--- config.mk ---
export PLATFORM = sky130hd
export DESIGN_NAME = mem_access_unit
export DESIGN_NICKNAME = d
export VERILOG_FILES = /design/src/rtl/mem_access_unit.sv
export SDC_FILE = /design/constraint.sdc
export NUM_CORES = 1
export LEC_CHECK = 0
export ABC_AREA = 1
export CORE_MARGIN = 5
export CORE_UTILIZATION = 39
export CTS_CLUSTER_SIZE = 10
export DETAILED_ROUTE_END_ITERATION = 8
export PLACE_DENSITY = 0.84
export SLEW_MARGIN = 0
export SYNTH_ARGS = -nofsm -noshare
export SYNTH_HDL_FRONTEND = slang
export SYNTH_SLANG_ARGS = --single-unit
--- constraint.sdc ---
create_clock -name clk_i -period 3.7 [get_ports clk_i]
set_clock_uncertainty 0.2 [all_clocks]
set_input_delay 0.74 -clock clk_i [delete_from_list [all_inputs] [get_ports clk_i]]
set_output_delay 0.74 -clock clk_i [all_outputs]
set_load 0.01 [all_outputs]
--- src/rtl/mem_access_unit.sv ---
// MEM-stage load/store unit: bridges EX/MEM pipeline outputs to a req/gnt/rvalid data bus.
// Optional build macro MEM_MISALIGN_TRAP_EN traps misaligned half/word accesses instead of truncating the address.
module mau_lane #(
  parameter int LANE = 0
) (
  input  logic [1:0] size_i,
  input  logic [1:0] off_i,
  input  logic [7:0] b_i,
  input  logic [7:0] h_i,
  input  logic [7:0] w_i,
  output logic       be_o,
  output logic [7:0] wbyte_o
);
  localparam logic [1:0] L = LANE[1:0];

  always_comb begin
    case (size_i)
      2'd0:    begin be_o = (off_i == L);                      wbyte_o = b_i; end
      2'd1:    begin be_o = ((off_i & 2'b10) == (L & 2'b10));  wbyte_o = h_i; end
      default: begin be_o = 1'b1;                              wbyte_o = w_i; end
    endcase
  end
endmodule

module mem_access_unit #(
  parameter int ADDR_WIDTH  = 32,
  parameter int RADDR_WIDTH = 5
) (
  input  logic                   clk_i,
  input  logic                   rst_i,
  input  logic [3:0]             mem_op_i,
  input  logic                   mem_we_i,
  input  logic [ADDR_WIDTH-1:0]  mem_addr_i,
  input  logic [31:0]            mem_data_i,
  input  logic [RADDR_WIDTH-1:0] reg_waddr_i,
  input  logic                   reg_we_i,
  input  logic [31:0]            reg_wdata_i,
  output logic                   stall_o,
  output logic                   dbus_req_o,
  output logic                   dbus_we_o,
  output logic [ADDR_WIDTH-1:0]  dbus_addr_o,
  output logic [31:0]            dbus_wdata_o,
  output logic [3:0]             dbus_be_o,
  input  logic                   dbus_gnt_i,
  input  logic                   dbus_rvalid_i,
  input  logic [31:0]            dbus_rdata_i,
  output logic [RADDR_WIDTH-1:0] reg_waddr_o,
  output logic                   reg_we_o,
  output logic [31:0]            reg_wdata_o,
  output logic                   misalign_o
);
  typedef enum logic [1:0] {S_IDLE, S_REQ, S_WAIT, S_DONE} state_e;

  state_e                  state_q, state_d;
  logic [ADDR_WIDTH-3:0]   waddr_q, waddr_d;
  logic                    we_q, we_d, sign_q, sign_d;
  logic [1:0]              size_q, size_d, off_q, off_d;
  logic [3:0]              be_q, be_d;
  logic [31:0]             wdata_q, wdata_d;
  logic [RADDR_WIDTH-1:0]  rwa_q, rwa_d;
  logic                    rwe_q, rwe_d;
  logic [31:0]             rwd_q, rwd_d;

  logic       unused_we;
  logic       is_mem, is_store, op_sign;
  logic [1:0] op_size, op_off;

  assign unused_we = mem_we_i;

  // size: 0 byte, 1 half, 2 word; offset is forced to natural alignment
  always_comb begin
    is_mem   = (mem_op_i <= 4'd7);
    is_store = is_mem && (mem_op_i >= 4'd5);
    op_sign  = (mem_op_i == 4'd0) || (mem_op_i == 4'd1);
    case (mem_op_i)
      4'd0, 4'd3, 4'd5: op_size = 2'd0;
      4'd1, 4'd4, 4'd6: op_size = 2'd1;
      default:          op_size = 2'd2;
    endcase
    case (op_size)
      2'd0:    op_off = mem_addr_i[1:0];
      2'd1:    op_off = {mem_addr_i[1], 1'b0};
      default: op_off = 2'b00;
    endcase
  end

  logic [3:0]      lane_be;
  logic [3:0][7:0] lane_wb;

  for (genvar l = 0; l < 4; l++) begin : g_lane
    mau_lane #(.LANE(l)) u_lane (
      .size_i  (op_size),
      .off_i   (op_off),
      .b_i     (mem_data_i[7:0]),
      .h_i     (mem_data_i[8*(l%2) +: 8]),
      .w_i     (mem_data_i[8*l +: 8]),
      .be_o    (lane_be[l]),
      .wbyte_o (lane_wb[l])
    );
  end

  logic [31:0] ld_sh, ld_data;

  always_comb begin
    ld_sh = dbus_rdata_i >> {off_q, 3'b000};
    case (size_q)
      2'd0:    ld_data = {{24{sign_q & ld_sh[7]}},  ld_sh[7:0]};
      2'd1:    ld_data = {{16{sign_q & ld_sh[15]}}, ld_sh[15:0]};
      default: ld_data = ld_sh;
    endcase
  end

`ifdef MEM_MISALIGN_TRAP_EN
  logic mis_q, mis_d, op_mis;
  assign op_mis     = ((op_size == 2'd1) && mem_addr_i[0]) ||
                      ((op_size == 2'd2) && (mem_addr_i[1:0] != 2'b00));
  assign misalign_o = mis_q;
`else
  assign misalign_o = 1'b0;
`endif

  always_comb begin
    state_d = state_q;
    waddr_d = waddr_q;
    we_d    = we_q;
    sign_d  = sign_q;
    size_d  = size_q;
    off_d   = off_q;
    be_d    = be_q;
    wdata_d = wdata_q;
    rwa_d   = rwa_q;
    rwe_d   = rwe_q;
    rwd_d   = rwd_q;
`ifdef MEM_MISALIGN_TRAP_EN
    mis_d   = 1'b0;
`endif
    stall_o    = 1'b0;
    dbus_req_o = 1'b0;
    case (state_q)
      S_IDLE: begin
        if (is_mem) begin
          stall_o = 1'b1;
          waddr_d = mem_addr_i[ADDR_WIDTH-1:2];
          we_d    = is_store;
          sign_d  = op_sign;
          size_d  = op_size;
          off_d   = op_off;
          be_d    = lane_be;
          wdata_d = lane_wb;
          rwe_d   = 1'b0;
          state_d = S_REQ;
`ifdef MEM_MISALIGN_TRAP_EN
          if (op_mis) begin
            mis_d   = 1'b1;
            state_d = S_DONE;
          end
`endif
        end else begin
          rwa_d = reg_waddr_i;
          rwe_d = reg_we_i;
          rwd_d = reg_wdata_i;
        end
      end
      S_REQ: begin
        stall_o    = 1'b1;
        dbus_req_o = 1'b1;
        if (dbus_gnt_i) begin
          state_d = we_q ? S_DONE : S_WAIT;
          if (we_q) begin
            rwa_d = reg_waddr_i;
            rwe_d = reg_we_i;
            rwd_d = reg_wdata_i;
          end
        end
      end
      S_WAIT: begin
        stall_o = 1'b1;
        if (dbus_rvalid_i) begin
          rwa_d   = reg_waddr_i;
          rwe_d   = reg_we_i;
          rwd_d   = ld_data;
          state_d = S_DONE;
        end
      end
      S_DONE: begin
        rwe_d   = 1'b0;
        state_d = S_IDLE;
      end
      default: state_d = S_IDLE;
    endcase
    if (rst_i) stall_o = 1'b0;
  end

  always_ff @(posedge clk_i or posedge rst_i) begin
    if (rst_i) begin
      state_q <= S_IDLE;
      waddr_q <= '0;
      we_q    <= 1'b0;
      sign_q  <= 1'b0;
      size_q  <= 2'd0;
      off_q   <= 2'd0;
      be_q    <= 4'd0;
      wdata_q <= '0;
      rwa_q   <= '0;
      rwe_q   <= 1'b0;
      rwd_q   <= '0;
`ifdef MEM_MISALIGN_TRAP_EN
      mis_q   <= 1'b0;
`endif
    end else begin
      state_q <= state_d;
      waddr_q <= waddr_d;
      we_q    <= we_d;
      sign_q  <= sign_d;
      size_q  <= size_d;
      off_q   <= off_d;
      be_q    <= be_d;
      wdata_q <= wdata_d;
      rwa_q   <= rwa_d;
      rwe_q   <= rwe_d;
      rwd_q   <= rwd_d;
`ifdef MEM_MISALIGN_TRAP_EN
      mis_q   <= mis_d;
`endif
    end
  end

  assign dbus_we_o    = we_q;
  assign dbus_addr_o  = {waddr_q, 2'b00};
  assign dbus_wdata_o = wdata_q;
  assign dbus_be_o    = be_q;
  assign reg_waddr_o  = rwa_q;
  assign reg_we_o     = rwe_q;
  assign reg_wdata_o  = rwd_q;
endmodule

==> flow_summary_export.csv, run 1 <==
group,metric,value,unit
status,status,"finished, final reports clean",
grt,grt_overflow_total,0,
synthesis,synth-seq-area-share,47.0,%
setup_path,slowest_stage,"clkdlybuf4s50_1",
synthesis,synth_cell_types,32,
cells_and_area,fin_nets,1193,
timing,period_needed,3.25,ns
clock_tree,h-tree-depth,3,
route,drc_errors,0,
route,num_vias,6059,
power,power_leakage,4.25,nW
flow_run,drv_cap,0,
route,drt-wirelength-per-cell,15.5,µm
timing,period_share,87.8,%
setup_path,crit_type,"primary input to primary output",
clock_tree,cts_root_buf,"clkbuf_16",
placed_design,gp_congestion,0.900,
grt,antenna_found_initial,0,
grt,grt_usage,21.1,%
cells_and_area,final_util,58.5,%
timing,tns,0,ns
power,p_per_area,811,nW/µm²
die,die-area,17900,µm²
placed_design,dp_hpwl,14.2,mm
synthesis,syn_inst,824,
timing,setup_viol,0,
setup_path,cp.required,2.76,ns
synthesis,postSynthAreaPerCell,7.23,µm²
die,core,15100,µm²
placed_design,portBuffers,248,
route,vias_per_cell,4.89,
power,power,0.00715,W
worst_hold_path,min_to,"waddr_q[29]",
grt,grt_pass1_wl,30.4,mm
clock_tree,cts_num_sinks,112,
grt,grt_pass1_vias,5721,
setup_path,critPathLaunchType,"primary input",
route,antenna_left,0,
setup_path,critical_path.cell_chain,"clkdlybuf4s50_1 > nor2_4 > inv_2 > a211oi_1 > clkdlybuf4s50_1",
die,die_w,134,µm
synthesis,synth_area,5960,µm²
route,first_pass_iters,5,
timing,tightest_slew,0.791,ns
timing,timing.slew.headroom,47.3,%
clock_tree,cts_buffers,9,
cells_and_area,drive_above_1_share,5.52,%
setup_path,cp_max_fo,5,
cells_and_area,diodes,0,
route,wirelength,19.2,mm
clock_tree,cts_setup_buffers,0,
synthesis,synthDominantCellAreaShare,47.0,%
worst_hold_path,min-delay-path-class,"register to register",
setup_path,critical_path.most_common_cell,"clkdlybuf4s50_1",
timing,fmaxAchievable,308,MHz
timing,finalHoldViolCount,0,
cells_and_area,area_growth,48.1,%
setup_path,rr_worst_depth,8,
cells_and_area,fin_area,8820,µm²
setup_path,r2r_end,"reg_wdata_o[2]",
synthesis,yosysTopAreaCell,"dfrtp_1",
die,num_rows,45,
worst_hold_path,hp-start,"waddr_q[29]",
setup_path,cp.arrival,2.31,ns
cells_and_area,fin_cells,1238,
die,start_util,39.5,%
clock_tree,cts_tree,"built",
clock_tree,clock_latency,0.34,ns
die,io_pins,253,
setup_path,reg2reg_from,"off_q[0]",
clock_tree,cts_repair_resize_count,0,
timing,rsz0062_at_grt,"no",
setup_path,slowest_delay,0.61,ns
synthesis,ys_seq_elements,112,
setup_path,cp-end-kind,"primary output",
synthesis,yosys_warnings,0,
placed_design,dpl_cell_area,8510,µm²
synthesis,ys_top_cells_by_area,"dfrtp_1 (47%), nand2_1 (23%), nand3_1 (5.7%), nor2_1 (4.8%), inv_1 (2.5%)",
setup_path,r2r_setup_slack,0.92,ns
die,die_y,134,µm
placed_design,dp_cells,1222,
timing,maxSlewViolCount,0,
clock_tree,clk_transition_reported_paths,0.07,ns
grt,grt_max_degree,78,
clock_tree,cts_hold_buf,0,
clock_tree,cts_buffer_depth,2,
route,drt_iter0_markers,464,
power,peakVddDrop,0.354,mV
worst_hold_path,hold_depth,2,
## synthesized netlist by cell type
master	n
a21oi_1	26
nand2_4	2
nor2_1	76
nand3_1	68
nand4_1	3
buf_4	6
conb_1	1
o32ai_1	1
nand2_1	371
nand3_2	4
nand4_4	1
o21ai_0	17
o21a_1	3
buf_1	3
o21ai_1	1
or2_4	1
a31oi_1	8
nor2_8	1
nand2_2	7
o22ai_1	1
a21oi_2	6
clkbuf_1	13
inv_1	40
ha_1	5
a211oi_1	1
inv_2	5
nor2_2	4
buf_6	3
dfrtp_1	112
o211ai_1	9
or2_2	3
buf_2	22
## power by group
part / internal (W) / leakage (nW) / total, W / switching [W]
combinational: 0.00181 / 2.74 / 0.00392 / 0.00210
clock: 0.000567 / 0.148 / 0.00103 / 0.000465
sequential: 0.00184 / 1.36 / 0.00220 / 0.000365
total: 0.00422 / 4.25 / 0.00715 / 0.00293
## cell usage in the layout, fill, tap and decap left out, types with 2 or more instances in the layout
cell             instances
o21ai_0                 17
ha_1                     5
nor2_2                   3
clkbuf_16                9
a21oi_1                 26
o211ai_1                 9
o21a_1                   3
a21oi_2                  6
inv_1                   39
buf_4                    6
inv_2                    5
a31oi_1                  8
nand2_4                  2
clkbuf_8                 2
nand3_1                 68
or2_2                    3
nand3_2                  4
nand4_1                  3
dfrtp_1                112
nor2_1                  76
nand2_2                  7
nand2_1                371
conb_1                   3
clkdlybuf4s50_1        248
clkinvlp_4               3
## final cells by class
type | instances | area [µm²]
fillers | 1371 | 6260
multi-input cells | 622 | 2750
clock buffers | 11 | 253
well taps | 188 | 235
clock inverters | 5 | 62.6
flip-flops and latches | 112 | 2800
inverters | 45 | 173
repair buffers | 255 | 2550
## kinds of logic (layout without fill, tap and decap cells)
| family | count (synthesis) | after routing | share of synthesized area, % |
|---|---|---|---|
| simple gates | 541 | 541 | 37.5 |
| flops | 112 | 112 | 47.0 |
| fa+ha+maj | 5 | 5 | 1.05 |
| compound gates | 73 | 73 | 7.31 |
| other cells | 1 | 3 | 0.0629 |
| buf+inv | 92 | 316 | 7.01 |
## stage by stage
step | hold WS (ns) | setup slack [ns]
after floorplan | 0.309 | 1.18
after global placement | 0.252 | 0.396
after detailed placement | 0.258 | 0.373
after CTS | 0.277 | 0.427
after global routing | 0.294 | 0.371
final | 0.269 | 0.450
## critical path, delay by kind of cell
family	cells	cell delay, ns
buffers and inverters	3	1.21
AND/OR/NAND/NOR	1	0.18
AO/OA/AOI/OAI	1	0.18
## worst max-delay path by stage
stage | to | cells past startpoint | startpoint | slack, ns
6_report | stall_o | 5 | mem_op_i[3] | 0.45
5_1_grt | stall_o | 5 | mem_op_i[3] | 0.37
4_1_cts | stall_o | 5 | mem_op_i[3] | 0.43
3_5_place_dp | reg_wdata_o[22] | 9 | mem_op_i[3] | 0.37
3_3_place_gp | reg_wdata_o[31] | 9 | mem_op_i[3] | 0.40
2_1_floorplan | stall_o | 4 | mem_op_i[3] | 1.18
## layer usage
layer  global-route usage [%]  vias up  wire [µm]
met5                        0        -          0
met3                     6.72       28       1780
li1                         -     3017          -
met2                     34.7      253       9000
met4                     6.11        0        403
met1                     26.9     2761       7990
## state kept, by name, indices dropped and copies added, names as in the netlist
register / count
off_q: 2
dbus_be_o: 4
reg_wdata_o: 32
dbus_we_o: 1
state_q: 2
sign_q: 1
reg_waddr_o: 5
reg_we_o: 1
waddr_q: 30
size_q: 2
dbus_wdata_o: 32
(Power assumes the default switching activity.)
==> run 2, diff against run 1 <==
--- a/config.mk
+++ b/config.mk
@@ -10,7 +10,8 @@
 export CORE_UTILIZATION = 39
 export CTS_CLUSTER_SIZE = 10
 export DETAILED_ROUTE_END_ITERATION = 8
-export PLACE_DENSITY = 0.84
+export HOLD_SLACK_MARGIN = 0.03
+export PLACE_DENSITY = 0.73
 export SLEW_MARGIN = 0
 export SYNTH_ARGS = -nofsm -noshare
 export SYNTH_HDL_FRONTEND = slang
==> run 2 against run 1 <==
Net effect: register-to-register slack gained 0.21 ns; fmax shrank 0.29%; sequential share of layout area shrank 0.15 points; count of clock-buffer cells in the layout shrank 1; sequential power is essentially flat; final cell count grew 0.16%; first-iteration DRC count shrank 22%; utilization grew 0.27 points.
==> flow_summary_export.csv, run 2 (synthesis gave the netlist of run 1 again) <==
group,metric,value,unit
status,status,"finished, final reports clean",
clock_tree,cts_tree,"built",
grt,grt_overflow_total,0,
route,drc_errors,0,
die,start_util,39.5,%
route,drt_iter0_markers,363,
grt,grt_pass1_wl,31.5,mm
power,pwr-share-comb,54.9,%
power,peakVddDrop,0.396,mV
grt,antenna_found_initial,0,
route,first_pass_iters,4,
die,io_pins,253,
clock_tree,cts_repair_resize_count,0,
power,power_leakage,4.27,nW
cells_and_area,final_util,58.8,%
placed_design,dp_hpwl,14.4,mm
clock_tree,cts_buffer_depth,2,
setup_path,cp.arrival,2.32,ns
flow_run,drv_cap,0,
power,pwr-share-seq,30.2,%
grt,grt_pass1_vias,5990,
grt,gr-usage-met2,35.0,%
die,num_rows,45,
cells_and_area,fin_cells,1240,
clock_tree,clk_transition_reported_paths,0.07,ns
clock_tree,cts_setup_buffers,0,
placed_design,dpl_cell_area,8540,µm²
timing,fmaxAchievable,307,MHz
route,drt-wirelength-per-cell,15.7,µm
clock_tree,cts_hold_buf,0,
placed_design,portBuffers,248,
power,switching_share,40.7,%
setup_path,critPathLaunchType,"primary input",
die,die-area,17900,µm²
setup_path,cp.required,2.76,ns
cells_and_area,most-common-layout-cells,"nand2_1 (371), clkdlybuf4s50_1 (248), dfrtp_1 (112), nor2_1 (76), nand3_1 (68)",
clock_tree,cts_num_sinks,112,
worst_hold_path,min-delay-path-class,"register to register",
clock_tree,clock_latency,0.35,ns
grt,grtUsageMet1,28.2,%
power,switchingPower,0.00294,W
timing,finalHoldViolCount,0,
timing,setup_viol,0,
timing,period_share,88.1,%
clock_tree,cts_buffers,9,
timing,tightest_slew,0.777,ns
timing,tns,0,ns
timing,period_needed,3.26,ns
die,core,15100,µm²
grt,grt_max_degree,78,
placed_design,dp_cells,1224,
grt,use_met3,7.33,%
die,die_y,134,µm
cells_and_area,fin_area,8870,µm²
setup_path,crit_type,"primary input to primary output",
cells_and_area,layout_commonest_cell,"nand2_1",
placed_design,gp_congestion,0.823,
timing,timing.slew.headroom,48.2,%
power,p_int,0.00429,W
grt,grt_usage,22.1,%
power,power.share.clock,15.0,%
placed_design,dp_slack,0.407,ns
timing,rsz0062_at_grt,"no",
grt,top_usage_layer,"met2",
setup_path,cp_max_fo,5,
route,vias_per_cell,4.84,
cells_and_area,diodes,0,
die,die_w,134,µm
cells_and_area,drive_above_1_share,5.70,%
timing,maxSlewViolCount,0,
setup_path,cp-end-kind,"primary output",
power,p_per_area,816,nW/µm²
route,wirelength,19.5,mm
timing,postLayoutSetupSlackWorst,0.440,ns
cells_and_area,fin_nets,1195,
route,antenna_left,0,
route,num_vias,6001,
clock_tree,cts_root_buf,"clkbuf_16",
clock_tree,h-tree-depth,3,
cells_and_area,area_growth,48.8,%
-- run 2: layer usage --
layer	vias up	wire [µm]
met3	34	1880
met1	2713	8220
met2	234	8880
li1	3020	-
met4	0	535
met5	-	0
-- run 2: layout make-up --
cell class	instances	area (µm²)
sequential	112	2800
multi-input combinational	622	2750
fill	1410	6220
tap	188	235
timing repair buffer	257	2570
clock buffer	10	239
clock inverter	6	90.1
inverter	45	173
-- run 2: critical path, cell delays in order --
cell,delay (ns)
clkdlybuf4s50_1,0.56
nor2_4,0.18
inv_2,0.06
a211oi_1,0.19
clkdlybuf4s50_1,0.59
-- run 2: final timing paths --
kind / startpoint / end / slack (ns) / cells past startpoint
setup / recovery: mem_op_i[3] / stall_o / 0.44 / 5
hold / removal: waddr_q[10] / waddr_q[10] / 0.27 / 2
setup reg to reg: state_q[0] / dbus_wdata_o[29] / 1.13 / 10
hold reg to reg: waddr_q[10] / waddr_q[10] / 0.27 / 2
max in group asynchronous: rst_i / reg_wdata_o[3] / 1.93 / 3
min in group asynchronous: rst_i / reg_wdata_o[14] / 0.65 / 2
-- run 2: stage by stage --
| step | hold slack (ns) | total power (W) |
|---|---|---|
| 4_1_cts | 0.276 | 0.00734 |
| 5_1_grt | 0.291 | 0.00783 |
| 3_5_place_dp | 0.257 | 0.00622 |
| 2_1_floorplan | 0.309 | 0.00437 |
| 3_3_place_gp | 0.252 | 0.00616 |
| 6_report | 0.270 | 0.00724 |
-- run 2: power by group through the flow --
stage                     clock network [W]  logic [W]  registers (W)
after floorplan                           0    0.00195        0.00242
after global placement                    0    0.00397        0.00219
after detailed placement                  0    0.00402        0.00220
after CTS                           0.00111    0.00404        0.00219
after global routing                0.00115    0.00441        0.00227
final                               0.00108    0.00397        0.00218
==> run 3, diff against run 2 <==
--- a/config.mk
+++ b/config.mk
@@ -8,9 +8,7 @@
 export ABC_AREA = 1
 export CORE_MARGIN = 5
 export CORE_UTILIZATION = 39
-export CTS_CLUSTER_SIZE = 10
 export DETAILED_ROUTE_END_ITERATION = 8
-export HOLD_SLACK_MARGIN = 0.03
 export PLACE_DENSITY = 0.73
 export SLEW_MARGIN = 0
 export SYNTH_ARGS = -nofsm -noshare
==> constraint.sdc (replaced) <==
create_clock -name clk_i -period 3.7 [get_ports clk_i]
set_clock_uncertainty 0.2 [all_clocks]
set_input_delay 0.925 -clock clk_i [delete_from_list [all_inputs] [get_ports clk_i]]
set_output_delay 0.925 -clock clk_i [all_outputs]
set_load 0.01 [all_outputs]
==> run 3 against run 2 <==
Net effect: power rose by 0.38%; critical path depth stayed put; fmax decreased by 5.2%; count of clock-buffer cells in the layout did not move; global-route usage fell by 0.14 points; clock power about the same; worst setup slack worse by 0.18 ns; critical path type unchanged; largest power group unchanged; highest routed layer unchanged.
==> flow_summary_export.csv, run 3 (synthesis gave the netlist of run 1 again) <==
group,metric,value,unit
power,peakVddDrop,0.456,mV
cells_and_area,most-common-layout-cells,"nand2_1 (371), clkdlybuf4s50_1 (248), dfrtp_1 (112), nor2_1 (76), nand3_1 (68)",
timing,finalHoldViolCount,0,
grt,grt_max_degree,78,
route,vias_per_cell,4.87,
grt,grt_usage,21.9,%
die,start_util,39.5,%
setup_path,critical_path.most_common_cell,"clkdlybuf4s50_1",
die,io_pins,253,
timing,maxSlewViolCount,0,
placed_design,portBuffers,248,
setup_path,critical_path.cell_chain,"clkdlybuf4s50_1 > nor2_4 > inv_2 > a211oi_1 > clkdlybuf4s50_1",
route,antenna_left,0,
timing,tns,0,ns
timing,rsz0062_at_grt,"no",
setup_path,cp-end-kind,"primary output",
power,p_per_area,817,nW/µm²
setup_path,cp.arrival,2.31,ns
cells_and_area,layout_commonest_cell,"nand2_1",
setup_path,crit_type,"primary input to primary output",
cells_and_area,diodes,0,
setup_path,slowest_stage,"clkdlybuf4s50_1",
clock_tree,cts_buffer_depth,2,
setup_path,critPathLaunchType,"primary input",
route,drt-wirelength-per-cell,16.0,µm
setup_path,reg2reg_from,"state_q[1]",
cells_and_area,final_util,59.0,%
timing,period_share,93.0,%
route,wirelength,19.8,mm
clock_tree,cts_tree,"built",
grt,grt_pass1_wl,31.4,mm
flow_run,drv_cap,0,
clock_tree,cts_hold_buf,0,
cells_and_area,fin_nets,1196,
route,drc_errors,0,
setup_path,r2r_setup_slack,1.04,ns
clock_tree,cts_setup_buffers,0,
setup_path,cp.required,2.57,ns
setup_path,startpoint,"mem_op_i[3]",
die,num_rows,45,
setup_path,cp_max_fo,2,
worst_hold_path,min-delay-path-class,"register to register",
route,first_pass_iters,5,
die,die-area,17900,µm²
clock_tree,clk_transition_reported_paths,0.08,ns
placed_design,dp_hpwl,14.5,mm
placed_design,gp_congestion,0.842,
route,num_vias,6040,
cells_and_area,area_growth,49.3,%
status,status,"finished, final reports clean",
clock_tree,clock_latency,0.35,ns
timing,tightest_slew,0.798,ns
route,drt_iter0_markers,360,
timing,setup_viol,0,
timing,period_needed,3.44,ns
worst_hold_path,hp-start,"waddr_q[18]",
grt,antenna_found_initial,0,
clock_tree,cts_num_sinks,112,
die,core,15100,µm²
timing,timing.slew.headroom,46.8,%
grt,grt_pass1_vias,5877,
setup_path,slowest_delay,0.57,ns
grt,grt_overflow_total,0,
timing,hold_slack,0.275,ns
cells_and_area,drive_above_1_share,5.79,%
die,die_y,134,µm
die,die_w,134,µm
clock_tree,cts_root_buf,"clkbuf_16",
clock_tree,cts_repair_resize_count,0,
timing,fmaxAchievable,291,MHz
power,power_leakage,4.29,nW
clock_tree,h-tree-depth,3,
cells_and_area,fin_area,8900,µm²
clock_tree,cts_buffers,9,
placed_design,dpl_cell_area,8570,µm²
==> run 3: through the flow <==
| stage | instances | total power [W] | setup WS (ns) |
|---|---|---|---|
| global placement | 1225 | 0.00616 | 0.248 |
| CTS | 1241 | 0.00735 | 0.248 |
| finish | 1241 | 0.00727 | 0.261 |
| floorplan | 826 | 0.00437 | 0.808 |
| global route | 1241 | 0.00786 | 0.210 |
| detailed placement | 1225 | 0.00622 | 0.248 |
==> run 3: final cells by class <==
class | instances | area (µm²)
Clock buffer | 10 | 239
Clock inverter | 6 | 90.1
Fill cell | 1421 | 6190
Inverter | 45 | 173
Multi-Input combinational cell | 622 | 2750
Sequential cell | 112 | 2800
Tap cell | 188 | 235
Timing Repair Buffer | 258 | 2610
==> run 3: power by group <==
group          switching, W  internal [W]
clock network      0.000481      0.000616
registers          0.000350       0.00184
logic               0.00214       0.00184
==> run 3: worst max-delay path: cells and delay by family <==
kind | cells | cell delay (ns)
compound gates | 1 | 0.18
simple gates | 1 | 0.13
buf+inv | 3 | 1.07
==> run 3: worst paths after layout <==
check / end / cells after the start
max in group asynchronous: dbus_wdata_o[11] / 4
worst min register to register: waddr_q[18] / 2
worst min-delay path: waddr_q[18] / 2
worst max-delay path: stall_o / 5
worst max register to register: reg_wdata_o[5] / 10
min in group asynchronous: waddr_q[4] / 2
==> run 3: per-layer routing <==
layer / wire length [µm] / track usage, % / vias to the layer above
li1: - / - / 3025
met4: 351 / 6.69 / 0
met1: 8370 / 28.3 / 2756
met3: 1800 / 6.76 / 23
met5: 0 / 0 / -
met2: 9270 / 35.5 / 236
